$ cat src/rtl/bundle_sweep_scheduler.sv
// Two-requester round-robin scheduler that sweeps a mapper over a word range.
// A granted command drives one mapper operation per offset 0..len-1, waiting on
// the mapper's m_done handshake each time. A watchdog abandons the sweep with an
// error if the mapper stalls.
module bundle_sweep_scheduler #(
  parameter int unsigned HV_ADDRESS_WIDTH = 20,
  parameter int unsigned TIMEOUT_CYCLES   = 1024
) (
  input  logic                          clk,
  input  logic                          reset_n,
  input  logic [1:0]                    req_valid,
  output logic [1:0]                    req_ready,
  input  logic [2*HV_ADDRESS_WIDTH-1:0] req_hva,
  input  logic [2*HV_ADDRESS_WIDTH-1:0] req_hvb,
  input  logic [2*HV_ADDRESS_WIDTH-1:0] req_hvc,
  input  logic [2*HV_ADDRESS_WIDTH-1:0] req_len,
  input  logic [1:0]                    req_mode,
  output logic [1:0]                    req_done,
  output logic [1:0]                    req_err,
  output logic                          m_valid,
  output logic [HV_ADDRESS_WIDTH-1:0]   m_hva,
  output logic [HV_ADDRESS_WIDTH-1:0]   m_hvb,
  output logic [HV_ADDRESS_WIDTH-1:0]   m_hvc,
  output logic [HV_ADDRESS_WIDTH-1:0]   m_hv_offset,
  output logic                          m_mode,
  input  logic                          m_done,
  output logic                          busy,
  output logic                          grant_id
);

  localparam int unsigned AW = HV_ADDRESS_WIDTH;
  localparam int unsigned TW = $clog2(TIMEOUT_CYCLES + 1);
  localparam logic [TW-1:0] TmoLast = TW'(TIMEOUT_CYCLES - 1);

  typedef enum logic [2:0] {StIdle, StIssue, StWaitLo, StWaitHi, StFinish} state_e;

  state_e        state_q, state_d;
  logic [AW-1:0] hva_q, hva_d, hvb_q, hvb_d, hvc_q, hvc_d;
  logic [AW-1:0] len_q, len_d, off_q, off_d;
  logic          mode_q, mode_d;
  logic          grant_q, grant_d;
  logic          last_q, last_d;
  logic          err_q, err_d;
  logic [TW-1:0] tmo_q, tmo_d;
  logic          m_valid_q, m_valid_d;
  logic          busy_q, busy_d;
  logic [1:0]    done_q, done_d;
  logic [1:0]    rerr_q, rerr_d;
  logic          winner;

  // Round-robin pick; on a tie the requester not granted last wins.
  always_comb begin
    winner    = 1'b0;
    req_ready = 2'b00;
    if (req_valid == 2'b11) begin
      winner = ~last_q;
    end else if (req_valid[1]) begin
      winner = 1'b1;
    end
    if ((state_q == StIdle) && (req_valid != 2'b00)) begin
      req_ready[winner] = 1'b1;
    end
  end

  // Next-state and registered-output logic for the sweep FSM.
  always_comb begin
    state_d   = state_q;
    hva_d     = hva_q;
    hvb_d     = hvb_q;
    hvc_d     = hvc_q;
    len_d     = len_q;
    off_d     = off_q;
    mode_d    = mode_q;
    grant_d   = grant_q;
    last_d    = last_q;
    err_d     = err_q;
    tmo_d     = tmo_q;
    m_valid_d = 1'b0;
    done_d    = 2'b00;
    rerr_d    = 2'b00;

    case (state_q)
      StIdle: begin
        if (req_valid != 2'b00) begin
          hva_d   = winner ? req_hva[2*AW-1:AW] : req_hva[AW-1:0];
          hvb_d   = winner ? req_hvb[2*AW-1:AW] : req_hvb[AW-1:0];
          hvc_d   = winner ? req_hvc[2*AW-1:AW] : req_hvc[AW-1:0];
          len_d   = winner ? req_len[2*AW-1:AW] : req_len[AW-1:0];
          mode_d  = req_mode[winner];
          grant_d = winner;
          off_d   = '0;
          tmo_d   = '0;
          state_d = StIssue;
        end
      end
      StIssue: begin
        if (len_q == '0) begin
          state_d = StFinish;
        end else if (m_done) begin
          m_valid_d = 1'b1;
          tmo_d     = '0;
          state_d   = StWaitLo;
        end
      end
      StWaitLo: begin
        tmo_d = tmo_q + 1'b1;
        if (tmo_q == TmoLast) begin
          err_d   = 1'b1;
          state_d = StFinish;
        end else if (!m_done) begin
          state_d = StWaitHi;
        end
      end
      StWaitHi: begin
        tmo_d = tmo_q + 1'b1;
        // A completion seen on the last waiting cycle still counts as success.
        if (m_done) begin
          if (off_q == len_q - AW'(1)) begin
            state_d = StFinish;
          end else begin
            off_d   = off_q + AW'(1);
            state_d = StIssue;
          end
        end else if (tmo_q == TmoLast) begin
          err_d   = 1'b1;
          state_d = StFinish;
        end
      end
      StFinish: begin
        done_d[grant_q] = 1'b1;
        rerr_d[grant_q] = err_q;
        last_d          = grant_q;
        err_d           = 1'b0;
        state_d         = StIdle;
      end
      default: state_d = StIdle;
    endcase

    busy_d = (state_d != StIdle);
  end

  // State and output registers; last_q resets to 1 so requester 0 wins the first tie.
  always_ff @(posedge clk or negedge reset_n) begin
    if (!reset_n) begin
      state_q   <= StIdle;
      hva_q     <= '0;
      hvb_q     <= '0;
      hvc_q     <= '0;
      len_q     <= '0;
      off_q     <= '0;
      mode_q    <= 1'b0;
      grant_q   <= 1'b0;
      last_q    <= 1'b1;
      err_q     <= 1'b0;
      tmo_q     <= '0;
      m_valid_q <= 1'b0;
      busy_q    <= 1'b0;
      done_q    <= 2'b00;
      rerr_q    <= 2'b00;
    end else begin
      state_q   <= state_d;
      hva_q     <= hva_d;
      hvb_q     <= hvb_d;
      hvc_q     <= hvc_d;
      len_q     <= len_d;
      off_q     <= off_d;
      mode_q    <= mode_d;
      grant_q   <= grant_d;
      last_q    <= last_d;
      err_q     <= err_d;
      tmo_q     <= tmo_d;
      m_valid_q <= m_valid_d;
      busy_q    <= busy_d;
      done_q    <= done_d;
      rerr_q    <= rerr_d;
    end
  end

  assign m_valid     = m_valid_q;
  assign m_hva       = hva_q;
  assign m_hvb       = hvb_q;
  assign m_hvc       = hvc_q;
  assign m_hv_offset = off_q;
  assign m_mode      = mode_q;
  assign busy        = busy_q;
  assign grant_id    = grant_q;
  assign req_done    = done_q;
  assign req_err     = rerr_q;

endmodule

$ cat config.mk
export PLATFORM = sky130hd
export DESIGN_NAME = bundle_sweep_scheduler
export DESIGN_NICKNAME = d
export VERILOG_FILES = /design/src/rtl/bundle_sweep_scheduler.sv
export SDC_FILE = /design/constraint.sdc
export NUM_CORES = 1
export LEC_CHECK = 0
export BUFFER_PORTS_ARGS = -buffer_cell sky130_fd_sc_hd__buf_2
export CAP_MARGIN = 20
export CORE_MARGIN = 3
export CORE_UTILIZATION = 45
export DETAILED_ROUTE_END_ITERATION = 12
export HOLD_SLACK_MARGIN = 0.15
export PLACE_DENSITY = 0.79
export SETUP_SLACK_MARGIN = 0.02
export SYNTH_ARGS = -nofsm -noshare
export SYNTH_HDL_FRONTEND = slang
export SYNTH_SLANG_ARGS = --single-unit
export TNS_END_PERCENT = 20
$ cat constraint.sdc
create_clock -name clk -period 9.9 [get_ports clk]
set_clock_uncertainty 0.1 [all_clocks]
set_input_delay 0.495 -clock clk [delete_from_list [all_inputs] [get_ports clk]]
set_output_delay 0.495 -clock clk [all_outputs]
set_load 0.01 [all_outputs]
======== Word level (Yosys, flattened, before mapping) ========
Cells that the tools add are included.
storage, ports and cells
  bits in registers ....................... 124
  input port bits ......................... 167
  output and inout port bits .............. 90
  word-level logic and storage cells ...... 90
operators by class
  add/subtract/negate cells ............... 3
  order comparisons ....................... 4
  equality and inequality tests ........... 13
  multiplexer cells ....................... 38
  bitwise logic cells ..................... 2
  reduce and logical (&&, ||, !) cells .... 15
operators by type and width
  operator                 count
  $mux W20                 7
  $pmux W20 S2             1
  $mux W11                 3
  $pmux W11 S3             1
  $mux W3                  8
  $add A20 B1 Y20 const B  1
  $eq A20 B20 Y1           1
  $logic_not A20 Y1        1
  $sub A20 B1 Y20 const B  1
  $pmux W3 S4              1
  $add A11 B1 Y11 const B  1
  $eq A11 B10 Y1 const B   1
  $mux W1                  11
  $ne A2 B2 Y1 const B     5
  $reduce_bool A3 Y1       3
  $reduce_and A4 Y1        2
  $eq A3 B2 Y1 const B     2
  $mux W2                  3
  $lt A1 B2 Y1 const B     2
  $reduce_and A2 Y1        2
  $reduce_bool A2 Y1       2
  $eq A3 B1 Y1 const B     1
  $eq A3 B3 Y1 const B     1
  $logic_and A1 B1 Y1      3
  other kinds (9)          11

======== Depth between registers and ports, before layout ========
Gate-level depths: netlist (run 1).
  depth in word-level cells ............... 7
  gate-level depth with buffers ........... 13
  gate-level depth less buffers ........... 10

======== Worst setup path before layout (run 1) ========
No wires, ideal clock.
  path type ............................... register to register
  start point ............................. reg len_q[0]
  end point ............................... reg off_q[4], in the netlist m_hv_offset[4]
  library setup time ...................... 0.095 ns
  data arrival time ....................... 2.983 ns
  required time ........................... 9.705 ns
  slack ................................... 6.722 ns
  stages on the path, launching flop included .. 14
  buffers on the path ..................... 3
  clock period less this slack ............ 3.178 ns
  cells stage by stage .................... dfrtp_1 -> inv_1 -> ha_1 -> or4b_4 -> buf_6 -> or2_4 -> xnor2_2 -> o2111ai_1 -> or4_4 -> nor3_4 -> buf_6 -> buf_12 -> o211ai_1 -> o31ai_1
between the ends
  word-level cells in the longest chain between the ends .. 4
ends and longest elaborated chain
  item                                line  RTL
  from (decl)                         39    logic [AW-1:0] len_q, len_d, off_q, off_d;
  from (signal assigned)              165   len_q <= len_d;
  $sub A20 B1 Y20                     118   if (off_q == len_q - AW'(1)) begin
  $eq A20 B20 Y1                      118
  $ne A2 B2 Y1 (no source line)       -
  $reduce_and A4 Y1 (no source line)  -
  to (signal assigned)                150   off_q <= '0;
  to (signal assigned)                166   off_q <= off_d;
  to (decl)                           39
Every way passes these cells.
A chain may end at the register's enable or synchronous reset.

======== Worst setup path after layout (run 1) ========
  start point ............................. reg len_q[0]
  end point ............................... reg busy_q, in the netlist busy
between the ends
  word-level cells in the longest chain between the ends .. 6
  elaborated cells on any way between the ends .. 8
  classes of those cells .................. 1 x add/sub; 1 x eq/ne; 4 x mux; 2 x reduce/logical
ends and longest elaborated chain
  item                    line  RTL
  $sub A20 B1 Y20         118
  $eq A20 B20 Y1          118
  $mux W3                 118
  $mux W3                 117   if (m_done) begin
  $pmux W3 S4 (*)         82    case (state_q)
  $reduce_bool A3 Y1 (*)  139   busy_d = (state_d != StIdle);
  named net busy_d        46    logic busy_q, busy_d;
  to (signal assigned)    173   busy_q <= busy_d;
  to (decl)               46
The timed path passes the listed nets; every way through them passes the cells marked *.

==> impl_metrics.py, run 1 <==
metrics = {
    "sta": {
        "rsz0062_at_grt": "no",
        "worstMarginPinSlew_ns": 1.03,
        "hold-worst-slack_ns": 0.186,
        "tns_ns": 0,
        "max_slew_margin_pct": 31.6,
        "clock.fmax_ghz": 0.281,
        "fin_crit_sh_pct": 36.0,
        "finalSetupViolCount": 0,
        "drv_slew": 0,
        "hold_viol_final": 0,
        "fin_crit_ns": 3.56,
    },
    "global_routing": {
        "grt_overflow": 0,
        "grt_pass1_vias": 5660,
        "antenna_found_initial": 1,
        "grt_max_degree": 94,
        "grt_pass1_wl_um": 29700,
        "gr-usage-all-layers_pct": 25.1,
    },
    "yosys": {
        "synth-seq-cells": 124,
        "syn_area_um2": 6240,
        "synthArstFlopShare_pct": 100,
        "synth_fp_nets": 773,
        "synth.avg_cell_area_um2": 10.3,
        "synth.area.top_cells": "dfrtp_1 (49%), a222oi_1 (13%), inv_1 (5.4%)",
        "synth-edff-count": 0,
        "synth_ff_type": "dfrtp_1",
        "yosys_warnings": 0,
        "ys_types": 61,
        "synth_top_area_share_pct": 49.4,
        "yosysSeqAreaShare_pct": 49.8,
        "synthesis.instances": 603,
        "yosys.area.top_type": "dfrtp_1",
    },
    "placed_design": {
        "dp_cells": 996,
        "placed_area_um2": 7580,
        "place_congestion": 0.856,
        "hpwl_um": 13600,
        "io_buffers": 256,
    },
    "drt": {
        "wl_um": 19200,
        "ant_nets": 0,
        "drt_iter0_drc": 597,
        "vias": 6048,
        "vias_per_cell": 5.88,
        "wl_per_cell_um": 18.7,
        "drc": 0,
        "drt_pass1_iterations": 10,
    },
    "clock_network": {
        "cts_buffer_depth": 2,
        "cts_tree": "built",
        "ctsRootBufferMaster": "clkbuf_16",
        "cts_buffers": 17,
        "clkSinkCount": 124,
        "clock_latency_ns": 0.41,
        "h-tree-depth": 4,
        "cts.clk_slew.worst_paths_ns": 0.06,
    },
    "pwr": {
        "comb_power_share_pct": 39.1,
        "p_sw_mw": 0.909,
        "seq_power_share_pct": 36.0,
        "pwr_density_cell_nw_per_um2": 295,
        "p_leak_nw": 4.22,
        "swShare_pct": 37.8,
        "power_frac_clock_pct": 25.0,
        "ir_drop_uv": 200,
        "internal_power_mw": 1.50,
    },
    "setup_path": {
        "cp_top_family": "simple AND/OR/NAND/NOR gates",
        "worstSetupEndpointType": "flop",
        "startpoint": "len_q[0]",
        "crit_fanout": 39,
        "crit_required_ns": 10.05,
        "path_depth": 11,
        "cp.arrival_ns": 3.71,
        "cp-start-kind": "flop",
        "slowest_delay_ns": 0.55,
        "crit_buf_inv": 2,
        "r2r_setup_slack_ns": 6.34,
        "rr_endpoint": "busy",
        "crit_path_end": "busy",
        "timing.rr.start": "len_q[0]",
        "worstRegToRegCells": 11,
        "path_cells": "inv_1 > ha_1 > or4b_4 > or2_4 > xnor2_2 > o2111ai_1 > or4_4 > nor3_4 > buf_4 > nor2_1 > nand4b_1",
        "critical_path_class": "flop to flop",
        "slowest_stage": "or4_4",
    },
    "die": {
        "die_h_um": 124,
        "initial_utilization_pct": 46.5,
        "rows": 42,
        "io_pins": 257,
        "die_w_um": 124,
        "placeableCoreArea_um2": 13400,
        "dieArea_um2": 15300,
    },
    "flow_run": {
        "drv_cap": 0,
    },
    "layout": {
        "syn_to_final_growth_pct": 30.9,
        "nets": 1010,
        "final_area_um2": 8160,
        "instances_no_fill": 1029,
        "layout-drive-gt1-share_pct": 38.9,
    },
    "run_status": {
        "status": "finished clean",
    },
    "hold_path": {
        "hold_path_class": "primary input to flop",
    },
}
stage by stage:
stage | setup slack, ns | power, mW | utilization [%]
after floorplan | 6.72 | 1.47 | -
after global placement | 6.44 | 1.78 | 56.6
after detailed placement | 6.37 | 1.80 | 56.6
after CTS | 6.33 | 2.42 | 60.9
after global routing | 6.10 | 2.57 | 60.9
final | 6.34 | 2.41 | 60.9
cell families (layout without fill, tap and decap cells):
logic type	after synthesis	in the layout	synth area share, %
other	0	2	0
adders and majority gates	3	3	0.602
muxes	3	3	0.502
and+or+nand+nor	140	140	13.2
xor gates and xnor gates	27	27	3.91
DFF	124	124	49.8
buffers and inverters	134	382	8.99
AOI/OAI and AO/OA	172	172	23.0
state kept, by name, summed over array words and instances, names as in the netlist:
name	cells
m_mode	1
req_err	2
m_hvb	20
m_hva	20
err_q	1
last_q	1
busy	1
state_q	3
m_hv_offset	20
m_valid	1
m_hvc	20
len_q	20
grant_id	1
tmo_q	11
req_done	2
area by class of cell:
| class | count | area, µm² |
|---|---|---|
| clock buffers | 22 | 474 |
| diodes | 2 | 5.00 |
| fillers | 1166 | 5240 |
| repair buffers | 263 | 1340 |
| clock inverters | 8 | 92.6 |
| well taps | 176 | 220 |
| flip-flops and latches | 124 | 3100 |
| inverters | 89 | 334 |
| multi-input cells | 345 | 2590 |
routing by layer:
metal | vias to the layer above | global-route usage (%) | part of all wire (%)
met4 | 0 | 8.51 | 2.2
met2 | 275 | 41.9 | 52
met1 | 2980 | 31.4 | 38
met5 | - | 0 | 0
met3 | 26 | 6.77 | 7.7
li1 | 2767 | - | -
how the worst min path moves through the flow:
| stage | start | to | cells after the start | slack [ns] |
|---|---|---|---|---|
| after floorplan | reset_n | busy | 0 | 0.1 |
| after CTS | req_hvc[31] | m_hvc[11] | 3 | 0.17 |
| after detailed placement | grant_id | req_done[0] | 1 | 0.37 |
| after global placement | grant_id | req_done[0] | 1 | 0.38 |
| after global routing | req_hvb[23] | m_hvb[3] | 3 | 0.18 |
| final | req_hvc[37] | m_hvc[17] | 3 | 0.19 |
power by group through the flow:
stage | Sequential, mW | Clock [mW] | Combinational [mW]
2_1_floorplan | 0.877 | 0 | 0.594
3_3_place_gp | 0.860 | 0 | 0.922
3_5_place_dp | 0.863 | 0 | 0.939
4_1_cts | 0.862 | 0.612 | 0.941
5_1_grt | 0.892 | 0.634 | 1.04
6_report | 0.865 | 0.601 | 0.940
cells in the mapped netlist, types with 4 or more instances:
| library cell | count |
|---|---|
| nor4_1 | 5 |
| nand4_1 | 5 |
| a21oi_1 | 13 |
| nor3_1 | 13 |
| buf_6 | 5 |
| o211ai_1 | 9 |
| nor2_1 | 23 |
| nand2_1 | 27 |
| o21ai_0 | 23 |
| or4_1 | 7 |
| inv_1 | 89 |
| a222oi_1 | 81 |
| o21ai_2 | 8 |
| or3_1 | 8 |
| xnor2_1 | 14 |
| o31ai_1 | 10 |
| and3_1 | 9 |
| or3_2 | 4 |
| dfrtp_1 | 123 |
| nand3_1 | 14 |
| xor2_1 | 12 |
| clkbuf_1 | 36 |
| a21oi_2 | 7 |
layout by cell type, fill, tap and decap left out, drive strengths merged, types with 5 or more instances in the layout:
master	instances
a21oi	20
a222oi	81
and3	9
buf	262
clkbuf	22
clkinv	5
dfrtp	123
inv	89
nand2	27
nand3	14
nand4	5
nor2	23
nor3	14
nor4	7
o211ai	9
o21ai	31
o31ai	10
or3	12
or4	11
xnor2	15
xor2	12
worst min-delay path, stage by stage:
cell and delay [ns]:
buf_2 0.07, a222oi_1 0.05, inv_1 0.05
repair_timing:
action | 4_1_cts | 5_1_grt
hold buffers | 1 | 0
buffers inserted | 0 | 0
endpoints found under the hold margin | 45 | 0
resized for setup | 0 | 0
Power figures use the tool's default switching activity.
==> inputs of run 2 (changes only) <==
--- a/config.mk
+++ b/config.mk
@@ -5,6 +5,7 @@
 export SDC_FILE = /design/constraint.sdc
 export NUM_CORES = 1
 export LEC_CHECK = 0
+export ABC_AREA = 1
 export BUFFER_PORTS_ARGS = -buffer_cell sky130_fd_sc_hd__buf_2
 export CAP_MARGIN = 20
 export CORE_MARGIN = 3
==> constraint.sdc (replaced) <==
create_clock -name clk -period 3.1 [get_ports clk]
set_clock_uncertainty 0.1 [all_clocks]
set_input_delay 0.155 -clock clk [delete_from_list [all_inputs] [get_ports clk]]
set_output_delay 0.155 -clock clk [all_outputs]
set_load 0.01 [all_outputs]
==> run 2 against run 1 <==
  * Synthesized area increased by 14%
  * Power rose to 4.0 times the previous value
  * Clock power rose to 3.2 times the previous value
  * Fmax increased by 29%
  * Combinational power rose to 5.2 times the previous value
  * Critical path type unchanged
  * Cell count rose by 59%
  * Largest power group unchanged
  * Global-route usage increased by 6.7 points
  * Wire length up 45%
==> impl_metrics.py, run 2 <==
metrics = {
    "flow_run": {
        "drv_cap": 0,
    },
    "yosys": {
        "synth_xor_xnor_area_share_pct": 3.56,
        "synth_fp_nets": 1164,
        "yosys.area_share.adder_pct": 0.526,
        "synth.top_cells.by_count": "nand2_1 (391), dfrtp_1 (123), nand3_1 (123), nor2_1 (75), inv_1 (74)",
        "synth_top_family_by_area": "simple AND/OR/NAND/NOR gates",
        "yosys.area_share.simple_pct": 41.1,
        "yosysSeqAreaShare_pct": 43.5,
        "synth_compound_area_share_pct": 4.26,
        "synth-edff-count": 0,
        "synth.avg_cell_area_um2": 7.17,
        "synthesis.instances": 994,
        "synth.most_common_cell": "nand2_1",
        "yosys_warnings": 0,
        "synthMuxAreaShare_pct": 0,
        "syn_area_um2": 7130,
        "ys_types": 41,
        "synth_ff_type": "dfrtp_1",
        "synth_top_area_share_pct": 43.2,
        "synthArstFlopShare_pct": 100,
        "synth-seq-cells": 124,
        "synth.area.top_cells": "dfrtp_1 (43%), nand2_1 (21%), nand3_1 (8.6%)",
        "yosys.area.top_type": "dfrtp_1",
    },
    "drt": {
        "drc": 0,
        "drt_pass1_iterations": 7,
        "wl_um": 27900,
        "drt_iter0_drc": 549,
        "vias": 8754,
        "ant_nets": 0,
        "wl_per_cell_um": 17.1,
        "vias_per_cell": 5.37,
    },
    "layout": {
        "nets": 1576,
        "mostFrequentLayoutCell": "nand2_1",
        "seqCellArea_um2": 3100,
        "instances_no_fill": 1631,
        "syn_to_final_growth_pct": 52.0,
        "fill_cells": 1118,
        "multi_input_area_um2": 3540,
        "layout_common_cells": "nand2_1 (391), buf_2 (255), dlygate4sd3_1 (166), nand3_1 (123), dfrtp_1 (123)",
        "final_area_um2": 10800,
        "layout-drive-gt1-share_pct": 24.4,
    },
    "setup_path": {
        "startpoint": "len_q[0]",
        "worstSetupEndpointType": "flop",
        "r2r_setup_slack_ns": 0.33,
        "timing.rr.start": "len_q[0]",
        "rr_endpoint": "m_hv_offset[5]",
        "crit_required_ns": 3.30,
        "cp-start-kind": "flop",
        "cp.arrival_ns": 2.97,
        "worstRegToRegCells": 13,
        "crit_fanout": 14,
        "critical_path_class": "flop to flop",
    },
    "placed_design": {
        "dp_cells": 1432,
        "placed_area_um2": 8610,
        "io_buffers": 256,
        "hpwl_um": 16800,
        "place_congestion": 0.919,
        "dpl_worst_slack_ns": 0.348,
    },
    "pwr": {
        "seq_power_share_pct": 28.8,
        "comb_power_share_pct": 51.1,
        "internal_power_mw": 5.59,
        "swShare_pct": 41.3,
        "power_frac_clock_pct": 20.1,
        "ir_drop_uv": 608,
        "pwr_density_cell_nw_per_um2": 878,
        "p_sw_mw": 3.94,
        "p_leak_nw": 5.53,
    },
    "sta": {
        "rsz0062_at_grt": "no",
        "finalSetupViolCount": 0,
        "clock.fmax_ghz": 0.361,
        "tns_ns": 0,
        "fin_crit_sh_pct": 89.3,
        "worstMarginPinSlew_ns": 0.677,
        "drv_slew": 0,
        "hold_viol_final": 0,
        "max_slew_margin_pct": 54.8,
        "fin_ws_ns": 0.331,
        "fin_crit_ns": 2.77,
    },
    "global_routing": {
        "grt_pass1_vias": 8769,
        "grt_pass1_wl_um": 44600,
        "gr-usage-all-layers_pct": 31.8,
        "antenna_found_initial": 1,
        "grt_overflow": 0,
        "grt_max_degree": 52,
    },
    "clock_network": {
        "cts_tree": "built",
        "cts.clk_slew.worst_paths_ns": 0.06,
        "clkSinkCount": 124,
        "clock_latency_ns": 0.42,
        "ctsRootBufferMaster": "clkbuf_16",
        "cts_buffer_depth": 2,
        "hold_buffers": 166,
        "cts_setup_buffers": 0,
        "post_cts_resized": 0,
        "h-tree-depth": 4,
        "cts_buffers": 17,
    },
    "die": {
        "initial_utilization_pct": 46.4,
        "die_w_um": 132,
        "dieArea_um2": 17400,
        "io_pins": 257,
        "placeableCoreArea_um2": 15400,
        "rows": 45,
        "die_h_um": 132,
    },
    "run_status": {
        "status": "finished clean",
    },
    "hold_path": {
        "hold_path_class": "primary input to asynchronous set/reset pin",
    },
}
[run 2: final cells by class]
cell class	instances	share of cell area, %
Multi-Input combinational cell	748	32.7
Sequential cell	124	28.6
Timing Repair Buffer	436	28.3
Clock buffer	19	4.18
Inverter	79	2.74
Tap cell	211	2.44
Clock inverter	13	1.07
Antenna cell	1	0.0231
[run 2: power by group through the flow]
stage | Sequential, mW | Combinational [mW] | Clock (mW)
2_1_floorplan | 2.82 | 2.14 | 0
3_3_place_gp | 2.70 | 3.46 | 0
3_5_place_dp | 2.68 | 3.54 | 0
4_1_cts | 2.68 | 4.62 | 1.93
5_1_grt | 2.81 | 5.32 | 2.01
6_report | 2.75 | 4.87 | 1.91
[run 2: worst max path at each step]
stage / endpoint / cells after the start
floorplan: m_hv_offset[7] / 15
global placement: m_hv_offset[4] / 13
detailed placement: m_hv_offset[5] / 13
CTS: m_hv_offset[5] / 13
global route: m_hv_offset[4] / 13
finish: m_hv_offset[5] / 13
[run 2: critical path: stages, from the launching register on]
cell      delay, ns
dfrtp_1        0.38
inv_1          0.13
ha_1           0.27
nand2_2        0.12
nor2_4         0.27
nand2_1        0.16
inv_1          0.10
nand3_1        0.08
nand3b_1       0.13
nand3_1        0.08
nor2_1         0.16
nand3_2        0.39
nand3_1        0.18
nand2_1        0.07
[run 2: logic make-up after synthesis]
logic type | count (synthesis)
buffers and inverters | 122
AND/OR/NAND/NOR | 671
XOR/XNOR | 29
adder cells (fa/ha/maj) | 3
AO/OA/AOI/OAI | 45
flip-flops | 124
[run 2: routing by layer]
layer	routed length, µm	vias up	track usage, %
met3	2230	151	6.98
li1	-	4007	-
met5	0	-	0
met2	14000	542	56.3
met4	1680	0	16.8
met1	9960	4054	35.6
[run 2: per-stage QoR]
step	hold slack, ns	util [%]	power (mW)
after floorplan	-0.241	-	4.96
after global routing	0.288	70.5	10.1
after CTS	0.254	70.5	9.23
final	0.238	70.5	9.52
after detailed placement	0.133	56.0	6.23
after global placement	0.131	56.0	6.16
